`config.mk`:
```
export PLATFORM = sky130hd
export DESIGN_NAME = inst_fetch_ctrl
export DESIGN_NICKNAME = d
export VERILOG_FILES = /design/src/rtl/inst_fetch_ctrl.sv
export SDC_FILE = /design/constraint.sdc
export NUM_CORES = 1
export LEC_CHECK = 0
export CAP_MARGIN = 5
export CORE_MARGIN = 1
export CORE_UTILIZATION = 60
export DETAILED_ROUTE_END_ITERATION = 8
export PLACE_DENSITY = 0.85
export SLEW_MARGIN = 10
export SYNTH_ARGS = -nofsm -noshare
export SYNTH_HDL_FRONTEND = slang
export SYNTH_SLANG_ARGS = --single-unit
```
`constraint.sdc`:
```
create_clock -name clk -period 7.5 [get_ports clk]
set_input_delay 0.75 -clock clk [delete_from_list [all_inputs] [get_ports clk]]
set_output_delay 0.75 -clock clk [all_outputs]
set_load 0.02 [all_outputs]
```
`src/rtl/inst_fetch_ctrl.sv`:
```
// Fetch-stage controller for the instruction SRAM bus.
// Holds the fetch PC and issues word reads. It keeps the PCs of outstanding
// requests in a small FIFO and queues returned instructions for decode.
// A redirect flushes the queue. Responses to wrong-path requests that are
// still in flight are counted off and dropped as they return.
module inst_fetch_ctrl #(
    parameter logic [31:0] RESET_PC  = 32'h1c000000,
    parameter int unsigned MAX_OUTST = 4,
    parameter int unsigned IQ_DEPTH  = 4
) (
    input  logic        clk,
    input  logic        resetn,
    output logic        inst_sram_req,
    output logic        inst_sram_wr,
    output logic [1:0]  inst_sram_size,
    output logic [3:0]  inst_sram_wstrb,
    output logic [31:0] inst_sram_addr,
    output logic [31:0] inst_sram_wdata,
    input  logic        inst_sram_addr_ok,
    input  logic        inst_sram_data_ok,
    input  logic [31:0] inst_sram_rdata,
    input  logic        redirect_valid,
    input  logic [31:0] redirect_pc,
    input  logic        ds_allowin,
    output logic        fs_valid,
    output logic [31:0] fs_pc,
    output logic [31:0] fs_inst
);
    localparam int unsigned OP_W = $clog2(MAX_OUTST);
    localparam int unsigned OC_W = OP_W + 1;
    localparam int unsigned QP_W = $clog2(IQ_DEPTH);
    localparam int unsigned QC_W = QP_W + 1;

    logic [31:0]     pc_reg, pc_next;
    logic [OC_W-1:0] outst_cnt_reg, outst_cnt_next;
    logic [OC_W-1:0] discard_cnt_reg, discard_cnt_next;
    logic [OP_W-1:0] pf_wr_ptr_reg, pf_rd_ptr_reg;
    logic [QP_W-1:0] iq_wr_ptr_reg, iq_rd_ptr_reg;
    logic [QC_W-1:0] iq_count_reg, iq_count_next;

    logic [31:0] pf_mem      [MAX_OUTST];
    logic [31:0] iq_pc_mem   [IQ_DEPTH];
    logic [31:0] iq_inst_mem [IQ_DEPTH];

    logic        req_fire, resp_fire, iq_push, iq_pop, iq_empty;
    logic [31:0] credit_sum;
    logic [31:0] resp_pc;

    // Read-only word requests: the write-side signals are tied off.
    assign inst_sram_wr    = 1'b0;
    assign inst_sram_size  = 2'd2;
    assign inst_sram_wstrb = 4'b0000;
    assign inst_sram_wdata = 32'd0;
    assign inst_sram_addr  = pc_reg & 32'hffff_fffc;

    // Credit rule: every accepted request already has an IQ slot reserved.
    // The request is not issued while reset is asserted.
    assign credit_sum    = 32'(outst_cnt_reg) + 32'(iq_count_reg);
    assign inst_sram_req = resetn && !redirect_valid
                           && (32'(outst_cnt_reg) < MAX_OUTST)
                           && (credit_sum < IQ_DEPTH);

    assign req_fire  = inst_sram_req && inst_sram_addr_ok;
    // A data_ok with nothing outstanding is stray and is ignored.
    assign resp_fire = inst_sram_data_ok && (outst_cnt_reg != '0);
    assign resp_pc   = pf_mem[pf_rd_ptr_reg];
    assign iq_push   = resp_fire && (discard_cnt_reg == '0) && !redirect_valid;

    assign iq_empty = (iq_count_reg == '0);
    assign fs_valid = !iq_empty && !redirect_valid;
    assign fs_pc    = iq_empty ? 32'd0 : iq_pc_mem[iq_rd_ptr_reg];
    assign fs_inst  = iq_empty ? 32'd0 : iq_inst_mem[iq_rd_ptr_reg];
    assign iq_pop   = fs_valid && ds_allowin;

    // Next-state arithmetic for the PC, the counters and the queue occupancy.
    always_comb begin
        outst_cnt_next   = outst_cnt_reg + OC_W'(req_fire) - OC_W'(resp_fire);
        discard_cnt_next = discard_cnt_reg;
        iq_count_next    = iq_count_reg + QC_W'(iq_push) - QC_W'(iq_pop);
        pc_next          = req_fire ? pc_reg + 32'd4 : pc_reg;
        if (redirect_valid) begin
            // Everything still in flight after this edge is wrong-path.
            discard_cnt_next = outst_cnt_next;
            iq_count_next    = '0;
            pc_next          = redirect_pc & 32'hffff_fffc;
        end else if (resp_fire && (discard_cnt_reg != '0)) begin
            discard_cnt_next = discard_cnt_reg - OC_W'(1);
        end
    end

    // Control state: PC, counters and FIFO/queue pointers.
    always_ff @(posedge clk or negedge resetn) begin
        if (!resetn) begin
            pc_reg          <= RESET_PC;
            outst_cnt_reg   <= '0;
            discard_cnt_reg <= '0;
            pf_wr_ptr_reg   <= '0;
            pf_rd_ptr_reg   <= '0;
            iq_wr_ptr_reg   <= '0;
            iq_rd_ptr_reg   <= '0;
            iq_count_reg    <= '0;
        end else begin
            pc_reg          <= pc_next;
            outst_cnt_reg   <= outst_cnt_next;
            discard_cnt_reg <= discard_cnt_next;
            iq_count_reg    <= iq_count_next;
            if (req_fire)  pf_wr_ptr_reg <= pf_wr_ptr_reg + OP_W'(1);
            if (resp_fire) pf_rd_ptr_reg <= pf_rd_ptr_reg + OP_W'(1);
            if (redirect_valid) begin
                iq_wr_ptr_reg <= '0;
                iq_rd_ptr_reg <= '0;
            end else begin
                if (iq_push) iq_wr_ptr_reg <= iq_wr_ptr_reg + QP_W'(1);
                if (iq_pop)  iq_rd_ptr_reg <= iq_rd_ptr_reg + QP_W'(1);
            end
        end
    end

    genvar gi;

    // PC FIFO storage: one register per outstanding-request slot.
    generate
        for (gi = 0; gi < MAX_OUTST; gi++) begin : g_pf
            logic [31:0] entry_reg;
            // Capture the fetch PC when this slot receives a handshake.
            always_ff @(posedge clk) begin
                if (req_fire && (pf_wr_ptr_reg == OP_W'(gi))) entry_reg <= pc_reg;
            end
            assign pf_mem[gi] = entry_reg;
        end
    endgenerate

    // Instruction queue storage: PC and instruction word per entry.
    generate
        for (gi = 0; gi < IQ_DEPTH; gi++) begin : g_iq
            logic [31:0] pc_entry_reg;
            logic [31:0] inst_entry_reg;
            // Fill this entry from a kept response.
            always_ff @(posedge clk) begin
                if (iq_push && (iq_wr_ptr_reg == QP_W'(gi))) begin
                    pc_entry_reg   <= resp_pc;
                    inst_entry_reg <= inst_sram_rdata;
                end
            end
            assign iq_pc_mem[gi]   = pc_entry_reg;
            assign iq_inst_mem[gi] = inst_entry_reg;
        end
    endgenerate

    // Invariant monitors on the registered state.
    always @(posedge clk) begin
        if (resetn) begin
            assert (discard_cnt_reg <= outst_cnt_reg);
            assert (32'(outst_cnt_reg) <= MAX_OUTST);
            assert (32'(iq_count_reg) <= IQ_DEPTH);
            assert (!(iq_push && !iq_pop && (32'(iq_count_reg) == IQ_DEPTH)));
        end
    end
endmodule

```
Word-level counts from Yosys, hierarchy flattened. Index checks and enable logic that the tools add are counted.

Register bits after elaboration: 433. Output and inout port bits: 137. Logic and storage cells: 93.

Add/sub/neg operators: 11. Order comparisons: 4. Eq/ne operators: 6. Mux-type cells: 20. Bitwise operators: 2. Reduce and logical (&&, ||, !) cells: 30.

Operators by type and width (count): 32-bit two-way mux (10); 32-bit binary-select mux with 2-bit select (3); 32-bit by 3-bit adder with 32-bit output, second input constant (1); 1-bit logical AND (18); 3-bit two-way mux (3); 2-bit by 1-bit adder with 2-bit output, second input constant (4); 2-bit equality test, second input constant (4); 2-bit two-way mux (4); 2-bit nonzero test (4); 3-bit by 1-bit adder with 3-bit output (2); 3-bit greater-or-equal comparator, second input constant (2); 3-bit zero test (2); 2-bit inverter with 3-bit output (2); 3-bit nonzero test (2); 3-bit by 1-bit subtractor with 3-bit output (2); 3-bit by 3-bit adder with 4-bit output (1); 2-bit by 1-bit equality test with 1-bit output, second input constant (2); 2-bit zero test (2); 4-bit by 3-bit < comparator with 1-bit output, second input constant (1); 3-bit < comparator, second input constant (1); 3-bit by 1-bit subtractor with 3-bit output, second input constant (1); 1-bit zero test (2).

Logic depth before layout (Yosys ltp).
Depth in word-level cells: 8. Gate-level depth with buffers: 13. Gate-level depth less buffers: 13.

Worst setup path after synthesis. No wires, ideal clock.

Kind: input -> register. Start: input port inst_sram_data_ok. End: register g_iq[0].inst_entry_reg[0] (enable). Arrival: 3.104 ns. Data required time: 7.073 ns. Path slack: 3.969 ns. Stages: 4. Path buffers: 0. Path through: o31a_1 nor3b_1 nor2b_1 and2_1.

Word-level cells in the longest chain between the ends: 4.

RTL lines: start, declared (RTL line 20) `input logic inst_sram_data_ok,`; 1-bit logical AND (RTL line 65) `assign resp_fire = inst_sram_data_ok && (outst_cnt_reg != '0);`; 1-bit logical AND (2 in a row) (RTL line 67) `assign iq_push = resp_fire && (discard_cnt_reg == '0) && !redirect_valid;`; 1-bit logical AND (RTL line 140) `if (iq_push && (iq_wr_ptr_reg == QP_W'(gi))) begin`; end signal, assigned (RTL line 142) `inst_entry_reg <= inst_sram_rdata;`; end, declared (RTL line 137) `logic [31:0] inst_entry_reg;`.

Every way passes these cells. A chain may end at the register's enable or synchronous reset.

Worst setup path in the final report.
Start: register iq_rd_ptr_reg[0]. End: output port fs_pc[16].

Word-level cells in the longest chain between the ends: 5.

RTL lines: start, declared (RTL line 38) `logic [QP_W-1:0] iq_wr_ptr_reg, iq_rd_ptr_reg;`; start signal, assigned (RTL line 114) `if (iq_pop) iq_rd_ptr_reg <= iq_rd_ptr_reg + QP_W'(1);`; 2-bit inverter with 3-bit output (implied by the code) (RTL line 71) `assign fs_pc = iq_empty ? 32'd0 : iq_pc_mem[iq_rd_ptr_reg];`; 32-bit binary-select mux with 2-bit select (RTL line 71); 32-bit two-way mux (implied by the code) (2 in a row) (RTL line 71); 32-bit two-way mux (RTL line 71); end, declared (RTL line 26) `output logic [31:0] fs_pc,`.

Every way passes these cells. The select of a mux whose other input is x is not followed.

==> impl_metrics.env <==
export IMPL_yosys_area_top_type="edfxtp_1"
export IMPL_detail_route_vias_per_cell=5.834
export IMPL_cp_cell_sequence="buf_4 -> mux4_2 -> and2_1 -> clkdlybuf4s50_1"
export IMPL_clkSinkCount=415
export IMPL_timing_rr_start="outst_cnt_reg[2]"
export IMPL_max_stage_delay_ns=0.78
export IMPL_clk_pin_slew_ns=0.06
export IMPL_ys_types=48
export IMPL_synth_yosys_seq_area_share_pct=72.29
export IMPL_seq_area_um2=12240
export IMPL_worstSetupStartpointType="register"
export IMPL_place_inst=1430
export IMPL_start_util_pct=60.90
export IMPL_worstHoldPathType="primary input to async pin"
export IMPL_max_freq_ghz=0.2415
export IMPL_die_h_um=169.9
export IMPL_crit_start="iq_rd_ptr_reg[0]"
export IMPL_cts_setup_buffers=0
export IMPL_powerDensity_nw_per_um2=330.2
export IMPL_dr_pass1_iters=5
export IMPL_ys_async_sr_fraction_pct=11.33
export IMPL_n_antenna_cell=0
export IMPL_dpl_worst_slack_ns=3.643
export IMPL_stdcell_area_um2=19940
export IMPL_cts_resized_gates=0
export IMPL_gp_congestion=0.8645
export IMPL_root_buffer="clkbuf_16"
export IMPL_clock_path_buffers=3
export IMPL_path_depth=4
export IMPL_largest_reg_flops=128
export IMPL_fin_crit_ns=4.140
export IMPL_areaGrowthSynthToFinish_pct=17.87
export IMPL_portBuffers=161
export IMPL_grt_pass1_wl_mm=49.18
export IMPL_p_total_mw=6.584
export IMPL_critical_path_class="register to output pin"
export IMPL_multi_input_area_um2=4234
export IMPL_num_rows=61
export IMPL_dieArea_um2=28870
export IMPL_drc=0
export IMPL_rsz0062_at_grt="no"
export IMPL_layout_drive_gt1_share_pct=15.97
export IMPL_wl_mm=32.16
export IMPL_hold_buffers=0
export IMPL_crit_path_end="fs_pc[16]"
export IMPL_r2r_end="discard_cnt_reg[2]"
export IMPL_wl_per_cell_um=21.37
export IMPL_peakVddDrop_mv=0.3033
export IMPL_syn_area_per_cell_um2=18.27
export IMPL_syn_area_um2=16920
export IMPL_antenna_found_initial=0
export IMPL_synth_ff_type="edfxtp_1"
export IMPL_ant_nets=0
export IMPL_yosys_warnings=0
export IMPL_synth_top_area_share_pct=65.32
export IMPL_status="finished clean"
export IMPL_path_delay_family="buffers and inverters"
export IMPL_fin_nets=1184
export IMPL_drt_initial_drc_count=788
export IMPL_setup_tns_ns=0
export IMPL_dpl_cell_area_um2=18720
export IMPL_grt_pass1_vias=8832
export IMPL_slew_viol_final=0
export IMPL_worst_slew_pin_slew_ns=0.9819
export IMPL_cts_made_buffers=41
export IMPL_hold_ws_ns=0.3236
export IMPL_critPathMaxFanout=37
export IMPL_worst_slack_ns=3.360
export IMPL_grt_total_usage_pct=22.76
export IMPL_finalClockSkew_ns=0.01063
export IMPL_vias=8780
export IMPL_final_fill_count=1727
export IMPL_p_leak_nw=6.664
export IMPL_cpMaxStageDelayCell="dfrtp_4"
export IMPL_setup_violations_final=0
export IMPL_max_slew_margin_rel_pct=34.47
export IMPL_synthCells=926
export IMPL_timing_final_crit_share_pct=55.20
export IMPL_h_tree_depth=2
export IMPL_cp_end_kind="output pin"
export IMPL_globalRouteOverflowTotal=0
export IMPL_rr_worst_depth=12
export IMPL_regToRegSetupSlack_ns=4.42
export IMPL_synth_edf_count=368
export IMPL_hold_viol_final=0
export IMPL_cp_buffers_inverters=2
export IMPL_io_pins=207
export IMPL_fin_cells=1505
export IMPL_yosys_top_cells_area="edfxtp_1 (65%), mux4_2 (12%), dfrtp_1 (6.5%)"
export IMPL_cts_tree="yes"
export IMPL_clkLatencyLatePin_ns=0.53
export IMPL_critPathArrivalTime_ns=3.39
export IMPL_hpwlAfterDp_mm=18.41
export IMPL_grt_start_max_net_pins=65
export IMPL_required_ns=6.75
export IMPL_die_w_um=169.9
export IMPL_synth_seq_cells=415
export IMPL_post_route_util_pct=71.78
export IMPL_drv_cap=0
export IMPL_core_area_um2=27780
per-layer routing:
layer	global-route usage (%)	part of all wire, %	up-vias
met5	0	0	-
met1	31.94	42	4504
met4	7.090	2.0	0
met3	3.233	5.4	53
met2	37.47	50	333
li1	-	-	3890
cells by family after synthesis:
group / Yosys count / synth area share (%)
compound gates: 70 / 2.803
xor+xnor: 12 / 0.6212
fa+ha+maj: 19 / 1.494
buf+inv: 109 / 3.661
flops: 415 / 72.29
mux: 96 / 12.48
other cells: 2 / 0.04439
simple gates: 203 / 6.604
how the worst min path moves through the flow:
stage / endpoint / slack (ns) / cells past startpoint
floorplan: discard_cnt_reg[0] / 0.45 / 0
global placement: discard_cnt_reg[1] / 0.55 / 2
detailed placement: outst_cnt_reg[0] / 0.55 / 1
CTS: pc_reg[7] / 0.33 / 2
global route: pc_reg[7] / 0.37 / 2
finish: pc_reg[7] / 0.32 / 2
placed cells by master (no fill, tap or decap), types with 7 or more instances in the layout:
master	n
o311ai_1	7
and2_2	8
inv_1	20
clkbuf_16	43
mux4_2	92
edfxtp_1	368
clkinv_2	7
o21ai_0	25
dfrtp_1	41
and2_1	64
conb_1	43
buf_4	12
nand4_1	16
clkdlybuf4s50_1	160
nand3_1	17
nand2_1	37
clkbuf_1	16
ha_1	17
nor2_1	28
final cells by class:
class	instances	area share (%)
clock buffer	59	5.697
tap	378	2.372
multi-input combinational	443	21.23
timing repair buffer	173	8.508
inverter	21	0.4078
sequential	415	61.36
clock inverter	16	0.4204
Yosys cell counts (3+ instances only):
| cell | instances |
|---|---|
| nand3_1 | 17 |
| o311ai_1 | 7 |
| a41oi_1 | 3 |
| buf_4 | 44 |
| nor4_1 | 3 |
| and4_1 | 3 |
| nor2b_1 | 5 |
| a221o_1 | 5 |
| buf_1 | 4 |
| nor3_1 | 4 |
| a31oi_1 | 5 |
| nand4_1 | 16 |
| dfrtp_1 | 44 |
| nor2_1 | 28 |
| xor2_1 | 6 |
| clkbuf_1 | 21 |
| edfxtp_1 | 368 |
| o21ai_0 | 25 |
| and3_1 | 5 |
| xnor2_1 | 6 |
| dfstp_2 | 3 |
| buf_6 | 3 |
| mux4_2 | 92 |
| nand2_1 | 37 |
| o211ai_1 | 4 |
| a22oi_1 | 5 |
| a32oi_1 | 3 |
| and2_1 | 72 |
| ha_1 | 17 |
| a21oi_1 | 6 |
| or3_1 | 4 |
| buf_2 | 16 |
| mux2i_1 | 4 |
| inv_1 | 20 |
where the power goes:
group	switching [mW]	internal (mW)	total, mW	leakage, nW
logic	0.902	0.868	1.77	2.18
clock network	0.808	1.06	1.87	0.598
registers	0.178	2.77	2.95	3.89
Note: power is estimated with default switching activity, not from simulation.
